===== src/rtl/mem_port_arbiter_pkg.sv =====
// mem_port_arbiter_pkg: shared widths, read-FSM state encoding and access owner codes
package mem_port_arbiter_pkg;
  localparam int ARB_ISIZE = 32;
  localparam int ARB_DSIZE = 32;
  typedef enum logic [1:0] {
    ARB_IDLE  = 2'd0,
    ARB_RD_IF = 2'd1,
    ARB_RD_DM = 2'd2
  } arb_state_e;
  typedef enum logic [1:0] {
    OWN_NONE = 2'd0,
    OWN_IF   = 2'd1,
    OWN_DM   = 2'd2
  } owner_e;
endpackage


===== src/rtl/mem_port_arbiter_if.sv =====
// mem_port_arbiter_if: fetch, data and memory-side signals of the shared memory port
interface mem_port_arbiter_if import mem_port_arbiter_pkg::*; #(
  parameter int ISIZE = ARB_ISIZE,
  parameter int DSIZE = ARB_DSIZE
);
  logic             if_req;
  logic [ISIZE-1:0] if_addr;
  logic             if_gnt;
  logic             if_rvalid;
  logic [DSIZE-1:0] if_rdata;
  logic             dm_req;
  logic             dm_we;
  logic [DSIZE-1:0] dm_addr;
  logic [DSIZE-1:0] dm_wdata;
  logic             dm_gnt;
  logic             dm_rvalid;
  logic [DSIZE-1:0] dm_rdata;
  logic             mem_wen;
  logic [DSIZE-1:0] mem_addr;
  logic [DSIZE-1:0] mem_wdata;
  logic [DSIZE-1:0] mem_rdata;
  modport slave (
    input  if_req, if_addr, dm_req, dm_we, dm_addr, dm_wdata, mem_rdata,
    output if_gnt, if_rvalid, if_rdata, dm_gnt, dm_rvalid, dm_rdata, mem_wen, mem_addr, mem_wdata
  );
  modport master (
    output if_req, if_addr, dm_req, dm_we, dm_addr, dm_wdata, mem_rdata,
    input  if_gnt, if_rvalid, if_rdata, dm_gnt, dm_rvalid, dm_rdata, mem_wen, mem_addr, mem_wdata
  );
endinterface


===== src/rtl/mem_port_arb_perf.sv =====
// mem_port_arb_perf: wrapping grant and conflict event counters
module mem_port_arb_perf (
  input  logic        clk,
  input  logic        rst,
  input  logic        if_gnt_i,
  input  logic        dm_gnt_i,
  input  logic        conflict_i,
  output logic [31:0] perf_if_grants_o,
  output logic [31:0] perf_dm_grants_o,
  output logic [31:0] perf_conflicts_o
);
  // count one event per cycle, wrapping naturally at 2^32
  always_ff @(posedge clk) begin
    if (rst) begin
      perf_if_grants_o <= '0;
      perf_dm_grants_o <= '0;
      perf_conflicts_o <= '0;
    end else begin
      perf_if_grants_o <= perf_if_grants_o + 32'(if_gnt_i);
      perf_dm_grants_o <= perf_dm_grants_o + 32'(dm_gnt_i);
      perf_conflicts_o <= perf_conflicts_o + 32'(conflict_i);
    end
  end
endmodule


===== src/rtl/mem_port_arbiter.sv =====
// mem_port_arbiter: shares one single-port memory between fetch and MEM stage; MEM_PORT_ARB_PERF_EN adds perf counters
module mem_port_arbiter import mem_port_arbiter_pkg::*; #(
  parameter int ISIZE    = ARB_ISIZE,
  parameter int DSIZE    = ARB_DSIZE,
  parameter int MAX_WAIT = 4
) (
  input  logic        clk,
  input  logic        rst,
`ifdef MEM_PORT_ARB_PERF_EN
  output logic [31:0] perf_if_grants,
  output logic [31:0] perf_dm_grants,
  output logic [31:0] perf_conflicts,
`endif
  mem_port_arbiter_if.slave bus
);
  localparam logic [3:0] MAX_CNT = 4'(MAX_WAIT);
  logic [3:0] starve_cnt_q, starve_cnt_d;
  arb_state_e state_q;
  logic       if_gnt, dm_gnt;
  owner_e     owner;
  // data side wins contention unless fetch has been denied MAX_WAIT cycles in a row
  always_comb begin
    if_gnt       = !rst && bus.if_req && (!bus.dm_req || starve_cnt_q == MAX_CNT);
    dm_gnt       = !rst && bus.dm_req && !if_gnt;
    owner        = if_gnt ? OWN_IF : dm_gnt ? OWN_DM : OWN_NONE;
    starve_cnt_d = if_gnt ? '0 : (bus.if_req && starve_cnt_q != MAX_CNT) ? starve_cnt_q + 4'd1 : starve_cnt_q;
  end
  // read-in-flight tracker and starvation counter; a granted write leaves nothing in flight
  always_ff @(posedge clk) begin
    if (rst) begin
      state_q      <= ARB_IDLE;
      starve_cnt_q <= '0;
    end else begin
      state_q      <= if_gnt ? ARB_RD_IF : (dm_gnt && !bus.dm_we) ? ARB_RD_DM : ARB_IDLE;
      starve_cnt_q <= starve_cnt_d;
    end
  end
  assign bus.if_gnt    = if_gnt;
  assign bus.dm_gnt    = dm_gnt;
  assign bus.mem_wen   = owner == OWN_DM && bus.dm_we;
  assign bus.mem_addr  = owner == OWN_IF ? DSIZE'(bus.if_addr) : owner == OWN_DM ? bus.dm_addr : '0;
  assign bus.mem_wdata = owner == OWN_DM ? bus.dm_wdata : '0;
  assign bus.if_rvalid = state_q == ARB_RD_IF && !rst;
  assign bus.dm_rvalid = state_q == ARB_RD_DM && !rst;
  assign bus.if_rdata  = bus.if_rvalid ? bus.mem_rdata : '0;
  assign bus.dm_rdata  = bus.dm_rvalid ? bus.mem_rdata : '0;
`ifdef MEM_PORT_ARB_PERF_EN
  mem_port_arb_perf u_perf (
    .clk              (clk),
    .rst              (rst),
    .if_gnt_i         (if_gnt),
    .dm_gnt_i         (dm_gnt),
    .conflict_i       (bus.if_req && bus.dm_req),
    .perf_if_grants_o (perf_if_grants),
    .perf_dm_grants_o (perf_dm_grants),
    .perf_conflicts_o (perf_conflicts)
  );
`endif
endmodule


===== src/flat_wrapper.sv =====
// flat-port wrapper written by rule: the top's interface ports become plain ports
module mem_port_arbiter_flat import mem_port_arbiter_pkg::*;
#(
  parameter int ISIZE    = ARB_ISIZE,
  parameter int DSIZE    = ARB_DSIZE,
  parameter int MAX_WAIT = 4
)
  (clk, rst, bus_if_req, bus_if_addr, bus_dm_req, bus_dm_we, bus_dm_addr, bus_dm_wdata, bus_mem_rdata, bus_if_gnt, bus_if_rvalid, bus_if_rdata, bus_dm_gnt, bus_dm_rvalid, bus_dm_rdata, bus_mem_wen, bus_mem_addr, bus_mem_wdata);
  mem_port_arbiter_if #(.ISIZE(ISIZE), .DSIZE(DSIZE)) bus_i ();
  input  logic clk;
  input  logic rst;
  input wire logic [$bits(bus_i.if_req)-1:0] bus_if_req;
  input wire logic [$bits(bus_i.if_addr)-1:0] bus_if_addr;
  input wire logic [$bits(bus_i.dm_req)-1:0] bus_dm_req;
  input wire logic [$bits(bus_i.dm_we)-1:0] bus_dm_we;
  input wire logic [$bits(bus_i.dm_addr)-1:0] bus_dm_addr;
  input wire logic [$bits(bus_i.dm_wdata)-1:0] bus_dm_wdata;
  input wire logic [$bits(bus_i.mem_rdata)-1:0] bus_mem_rdata;
  output wire logic [$bits(bus_i.if_gnt)-1:0] bus_if_gnt;
  output wire logic [$bits(bus_i.if_rvalid)-1:0] bus_if_rvalid;
  output wire logic [$bits(bus_i.if_rdata)-1:0] bus_if_rdata;
  output wire logic [$bits(bus_i.dm_gnt)-1:0] bus_dm_gnt;
  output wire logic [$bits(bus_i.dm_rvalid)-1:0] bus_dm_rvalid;
  output wire logic [$bits(bus_i.dm_rdata)-1:0] bus_dm_rdata;
  output wire logic [$bits(bus_i.mem_wen)-1:0] bus_mem_wen;
  output wire logic [$bits(bus_i.mem_addr)-1:0] bus_mem_addr;
  output wire logic [$bits(bus_i.mem_wdata)-1:0] bus_mem_wdata;
  assign bus_i.if_req = bus_if_req;
  assign bus_i.if_addr = bus_if_addr;
  assign bus_i.dm_req = bus_dm_req;
  assign bus_i.dm_we = bus_dm_we;
  assign bus_i.dm_addr = bus_dm_addr;
  assign bus_i.dm_wdata = bus_dm_wdata;
  assign bus_i.mem_rdata = bus_mem_rdata;
  assign bus_if_gnt = bus_i.if_gnt;
  assign bus_if_rvalid = bus_i.if_rvalid;
  assign bus_if_rdata = bus_i.if_rdata;
  assign bus_dm_gnt = bus_i.dm_gnt;
  assign bus_dm_rvalid = bus_i.dm_rvalid;
  assign bus_dm_rdata = bus_i.dm_rdata;
  assign bus_mem_wen = bus_i.mem_wen;
  assign bus_mem_addr = bus_i.mem_addr;
  assign bus_mem_wdata = bus_i.mem_wdata;
  mem_port_arbiter #(.ISIZE(ISIZE), .DSIZE(DSIZE), .MAX_WAIT(MAX_WAIT)) u_core (.clk(clk), .rst(rst), .bus(bus_i));
endmodule

===== config.mk =====
export PLATFORM = sky130hd
export DESIGN_NAME = mem_port_arbiter_flat
export DESIGN_NICKNAME = d
export VERILOG_FILES = /design/src/rtl/mem_port_arbiter_pkg.sv /design/src/rtl/mem_port_arbiter_if.sv /design/src/rtl/mem_port_arb_perf.sv /design/src/rtl/mem_port_arbiter.sv /design/src/flat_wrapper.sv
export SDC_FILE = /design/constraint.sdc
export NUM_CORES = 1
export LEC_CHECK = 0
export ABC_AREA = 1
export BUFFER_PORTS_ARGS = -buffer_cell sky130_fd_sc_hd__buf_2
export CAP_MARGIN = 20
export CELL_PAD_IN_SITES_DETAIL_PLACEMENT = 2
export CELL_PAD_IN_SITES_GLOBAL_PLACEMENT = 2
export CORE_MARGIN = 5
export CORE_UTILIZATION = 10
export CTS_CLUSTER_DIAMETER = 100
export DETAILED_ROUTE_END_ITERATION = 16
export PLACE_DENSITY = 0.95
export SYNTH_ARGS = -nofsm -noshare
export SYNTH_HDL_FRONTEND = slang
export SYNTH_SLANG_ARGS = --single-unit

===== constraint.sdc =====
create_clock -name clk -period 1.5 [get_ports clk]
set_input_delay 0.075 -clock clk [delete_from_list [all_inputs] [get_ports clk]]
set_output_delay 0.075 -clock clk [all_outputs]
set_load 0.02 [all_outputs]

After elaboration in Yosys (flattened, before gate mapping). Cells that the tools add are included.

Bits of input ports: 133. Bits in read-only memories: 0. Latch bits: 0. Word-level logic and storage cells: 34. Register bits after elaboration: 6. RAM bits: 0. Memories kept: 0. Output and inout bits: 133.

Shift operators: 0. Bitwise logic cells: 0. Equal/unequal tests: 6. Reductions and logical operators: 15. $lt $le $gt $ge: 0. $add $sub $neg: 1. Mux-type cells: 9. Divide/modulo/power cells: 0. $mul: 0.

Operators by type and width (number): $mux W32 (5); $logic_and A1 B1 Y1 (9); $mux W2 (3); $add A4 B1 Y4 const B (1); $eq A2 B1 Y1 const B (2); $eq A2 B2 Y1 const B (2); $eq A4 B3 Y1 const B (1); $logic_not A1 Y1 (4); $ne A4 B3 Y1 const B (1); $reduce_or A2 Y1 (1); $logic_or A1 B1 Y1 (1); $mux W1 (1).

Logic depth before layout (Yosys ltp).
Depth after elaboration: 10. Gate-level depth with buffers: 9. Mapped depth without buffers: 8.

Worst setup path after synthesis. OpenSTA, ideal clock, no wires.

Kind: register -> output. From: reg u_core.starve_cnt_q[0]. To: out bus_mem_wdata[22]. Path slack: 0.028 ns. Path buffers: 1. Required time: 1.425 ns. Stages on the path, launching flop included: 9. Arrival time: 1.397 ns. Cell sequence: dfxtp_1 inv_1 ha_1 nand3_2 nand2_2 nand2_4 nand2_4 buf_4 nor2_1.

Longest elaborated chain between the ends: 9.

Ends and longest elaborated chain: start: declaration (RTL line mem_port_arbiter.sv:17) `logic [3:0] starve_cnt_q, starve_cnt_d;`; start signal: assignment (RTL line mem_port_arbiter.sv:35) `starve_cnt_q <= starve_cnt_d;`; $eq A4 B3 Y1 * (RTL line mem_port_arbiter.sv:23) `if_gnt = !rst && bus.if_req && (!bus.dm_req || starve_cnt_q == MAX_CNT);`; $logic_or A1 B1 Y1 * (RTL line mem_port_arbiter.sv:23); $logic_and A1 B1 Y1 * (RTL line mem_port_arbiter.sv:23); $logic_not A1 Y1 (RTL line mem_port_arbiter.sv:24) `dm_gnt = !rst && bus.dm_req && !if_gnt;`; $logic_and A1 B1 Y1 (RTL line mem_port_arbiter.sv:24); $mux W2 (RTL line mem_port_arbiter.sv:25) `owner = if_gnt ? OWN_IF : dm_gnt ? OWN_DM : OWN_NONE;`; $mux W2 * (RTL line mem_port_arbiter.sv:25); $eq A2 B2 Y1 * (RTL line mem_port_arbiter.sv:42) `assign bus.mem_wdata = owner == OWN_DM ? bus.dm_wdata : '0;`; $mux W32 * (RTL line mem_port_arbiter.sv:42); end: declaration (RTL line flat_wrapper.sv:27) `output wire logic [$bits(bus_i.mem_wdata)-1:0] bus_mem_wdata;`.

Every way passes the cells marked *; elsewhere a longest branch is shown, timed or not.

Final worst setup path.
From: reg u_core.starve_cnt_q[1]. To: out bus_mem_wdata[27].

Same word-level chain as after synthesis.

==> results.sh <==
export IMPL_worst_setup_path_start_kind="register"
export IMPL_placed_area_um2=3110
export IMPL_min_delay_start="bus_dm_we"
export IMPL_synth_async_sr_flop_share=0
export IMPL_fin_worst_skew_ns=0.000437
export IMPL_die_area_um2=17300
export IMPL_timing_rr_start="u_core.starve_cnt_q[0]"
export IMPL_number_of_placement_rows=44
export IMPL_synth_ff_type="dfxtp_1"
export IMPL_postLayoutCellArea_um2=4390
export IMPL_netlist_cell_type_count=18
export IMPL_num_io_pins=266
export IMPL_synth_commonest_cells="nor2_1, inv_1, nand2_1"
export IMPL_placeableCoreArea_um2=14500
export IMPL_netlist_top_cell_by_area="nor2_1"
export IMPL_post_dp_hpwl_um=9730
export IMPL_synth_fp_nets=460
export IMPL_slew_headroom=0.754
export IMPL_grt_util_all_layers=0.134
export IMPL_ys_seq_area_frac=0.0815
export IMPL_netlist_area_um2=1470
export IMPL_cts_clk_slew_worst_paths_ns=0.03
export IMPL_timing_hold_worst_path_depth=2
export IMPL_detail_route_antenna_nets=0
export IMPL_numCtsBuffers=3
export IMPL_placement_io_buffers=265
export IMPL_insertion_delay_ns=0.23
export IMPL_gp_routability_congestion=0.763
export IMPL_die_width_um=131
export IMPL_tritoncts="built"
export IMPL_timing_final_max_slew_violations=0
export IMPL_max_vdd_ir_drop_mv=0.197
export IMPL_route_vias_total=3147
export IMPL_drt_pre_antenna_iters=4
export IMPL_drt_iter0_markers=70
export IMPL_detail_route_drc_violations=0
export IMPL_grt_pass1_wl_um=19100
export IMPL_netlist_top_cells_area="nor2_1, inv_1, nand2_1"
export IMPL_number_of_standard_cells_after_synthesis=325
export IMPL_finalSetupViolations=71
export IMPL_synth_top_cell_area_share=0.252
export IMPL_hold_viol=0
export IMPL_failed_checks="setup timing"
export IMPL_p_per_area_nw_per_um2=373
export IMPL_power_leakage_nw=2.61
export IMPL_r2r_setup_slack_ns=0.13
export IMPL_final_core_utilization=0.303
export IMPL_grt_pass1_vias=3535
export IMPL_largest_net_degree_at_the_start_of_global_routing=34
export IMPL_grt_antenna_before_repair=0
export IMPL_dp_slack_ns=-0.0242
export IMPL_die_h_um=131
export IMPL_synth_avg_cell_area_um2=4.54
export IMPL_cap_viol_max_count=0
export IMPL_setup_slack_ns=-0.180
export IMPL_cp_data_arrival_time_ns=1.60
export IMPL_cp_max_fo=10
export IMPL_setup_worst_path_class="register to output pin"
export IMPL_synth_ff_latch_count=6
export IMPL_fmax_ghz=0.595
export IMPL_final_min_period_over_clock_period=1.12
export IMPL_detail_route_vias_per_cell=3.98
export IMPL_globalRoute_totalOverflow=0
export IMPL_worst_slew_pin_transition_ns=0.368
export IMPL_drive_gt1_frac=0.649
export IMPL_yosysMostFrequentCell="nor2_1"
export IMPL_start_util=0.102
export IMPL_cts_path_max_buffers=2
export IMPL_num_antenna_cells=0
export IMPL_endpoint_kind="output pin"
export IMPL_drt_wl_total_um=13300
export IMPL_rsz0062_at_grt="true"
export IMPL_synth_warning_count=0
export IMPL_clock_sink_count=6
export IMPL_post_layout_total_power_mw=1.64
export IMPL_holdBufCountCts=0
export IMPL_crit_reg2reg_capture="u_core.starve_cnt_q[1]"
export IMPL_hold_path_class="input pin to register"
export IMPL_hold_path_end="u_core.state_q[1]"
export IMPL_min_period_ns=1.68
export IMPL_nets=743
export IMPL_syn2layout_area_growth_pct=198
export IMPL_drt_wirelength_per_cell_um=16.8
export IMPL_worst_r2r_cell_count=9
export IMPL_synth_enable_flop_cells=0
export IMPL_crit_required_ns=1.42
export IMPL_instances_no_fill=790
export IMPL_place_inst=771
export IMPL_cts_root_buffer="clkbuf_16"
export IMPL_cts_htree_levels=1
export IMPL_status="complete, but fails checks"
## registers in the layout, indices dropped and copies added (netlist names)
signal and count:
u_core.state_q 2, u_core.starve_cnt_q 4
## stage by stage
stage | setup TNS, ns | hold WS, ns
final | -9.05 | 0.0165
after detailed placement | -0.0763 | 0.254
after CTS | -9.68 | 0.0147
after global placement | 0 | 0.248
after global routing | -16.09 | 0.0167
after floorplan | 0 | 0.147
## cells by family after synthesis
family,after synthesis,synth area share
flip-flops,6,0.0815
AO/OA/AOI/OAI,4,0.0136
XOR/XNOR,1,0.00594
buffers and inverters,96,0.279
adder cells (fa/ha/maj),2,0.0170
AND/OR/NAND/NOR,216,0.603
## worst max-delay path, cell delays in order (launching register included)
cell     delay [ns]
dfxtp_2        0.33
inv_2          0.05
ha_4           0.15
nand3_4        0.06
nand2_4        0.07
nand2_8        0.08
buf_12         0.13
nand2_8        0.07
buf_12         0.17
nor2_2         0.12
buf_6          0.14
## how the worst max path moves through the flow
stage                      startpoint           endpoint  cells past startpoint
2_1_floorplan  u_core.starve_cnt_q[0]  bus_mem_wdata[22]                      8
3_3_place_gp   u_core.starve_cnt_q[0]   bus_mem_addr[28]                     10
3_5_place_dp   u_core.starve_cnt_q[0]  bus_mem_wdata[23]                      9
4_1_cts        u_core.starve_cnt_q[0]   bus_mem_addr[10]                     10
5_1_grt        u_core.starve_cnt_q[0]   bus_mem_addr[16]                     11
6_report       u_core.starve_cnt_q[1]  bus_mem_wdata[27]                     10
## timing repair
action                                  in CTS  in global routing
buffers inserted                             7                  2
gates resized for setup                    168                138
gates cloned                                 3                  4
endpoints found under the hold margin        0                  0
pin swaps                                   19                  2
endpoints found under the setup margin      94                 87
## layer usage
metal,global-route usage,vias to the layer above,part of all wire
met5,0,-,0
met4,0.0337,0,0.017
met3,0.0497,15,0.10
met2,0.253,202,0.53
met1,0.141,1441,0.35
li1,-,1489,-
## power by group
| part | switching [mW] | internal (mW) |
|---|---|---|
| registers | 0.00435 | 0.167 |
| clock network | 0.0946 | 0.343 |
| logic | 0.556 | 0.470 |
| total | 0.655 | 0.980 |
## area by class of cell
type	count	area, µm²
fillers	1697	10100
repair buffers	295	2290
multi-input cells	223	1350
inverters	78	305
well taps	184	230
flip-flops and latches	6	124
clock buffers	3	75.1
repair inverters	1	8.76
## cells in the final DEF (no fill, tap or decap), types with 2 or more instances in the layout
cell       Yosys  routed
buf_2         12     173
inv_1         77      73
buf_6          3      73
nand2_1       76      51
nor2_1        99      50
buf_4          3      32
nand3_1       34      29
nor2_4         0      28
nand2_2        1      23
nor2_2         1      22
buf_12         0      10
nand3_2        1       5
clkbuf_16      0       5
a21oi_1        4       4
inv_2          0       3
nand2_4        2       3
buf_16         0       3
dfxtp_2        0       3
dfxtp_1        6       3
nand2_8        0       2
buf_8          0       2
Power figures use the tool's default switching activity.
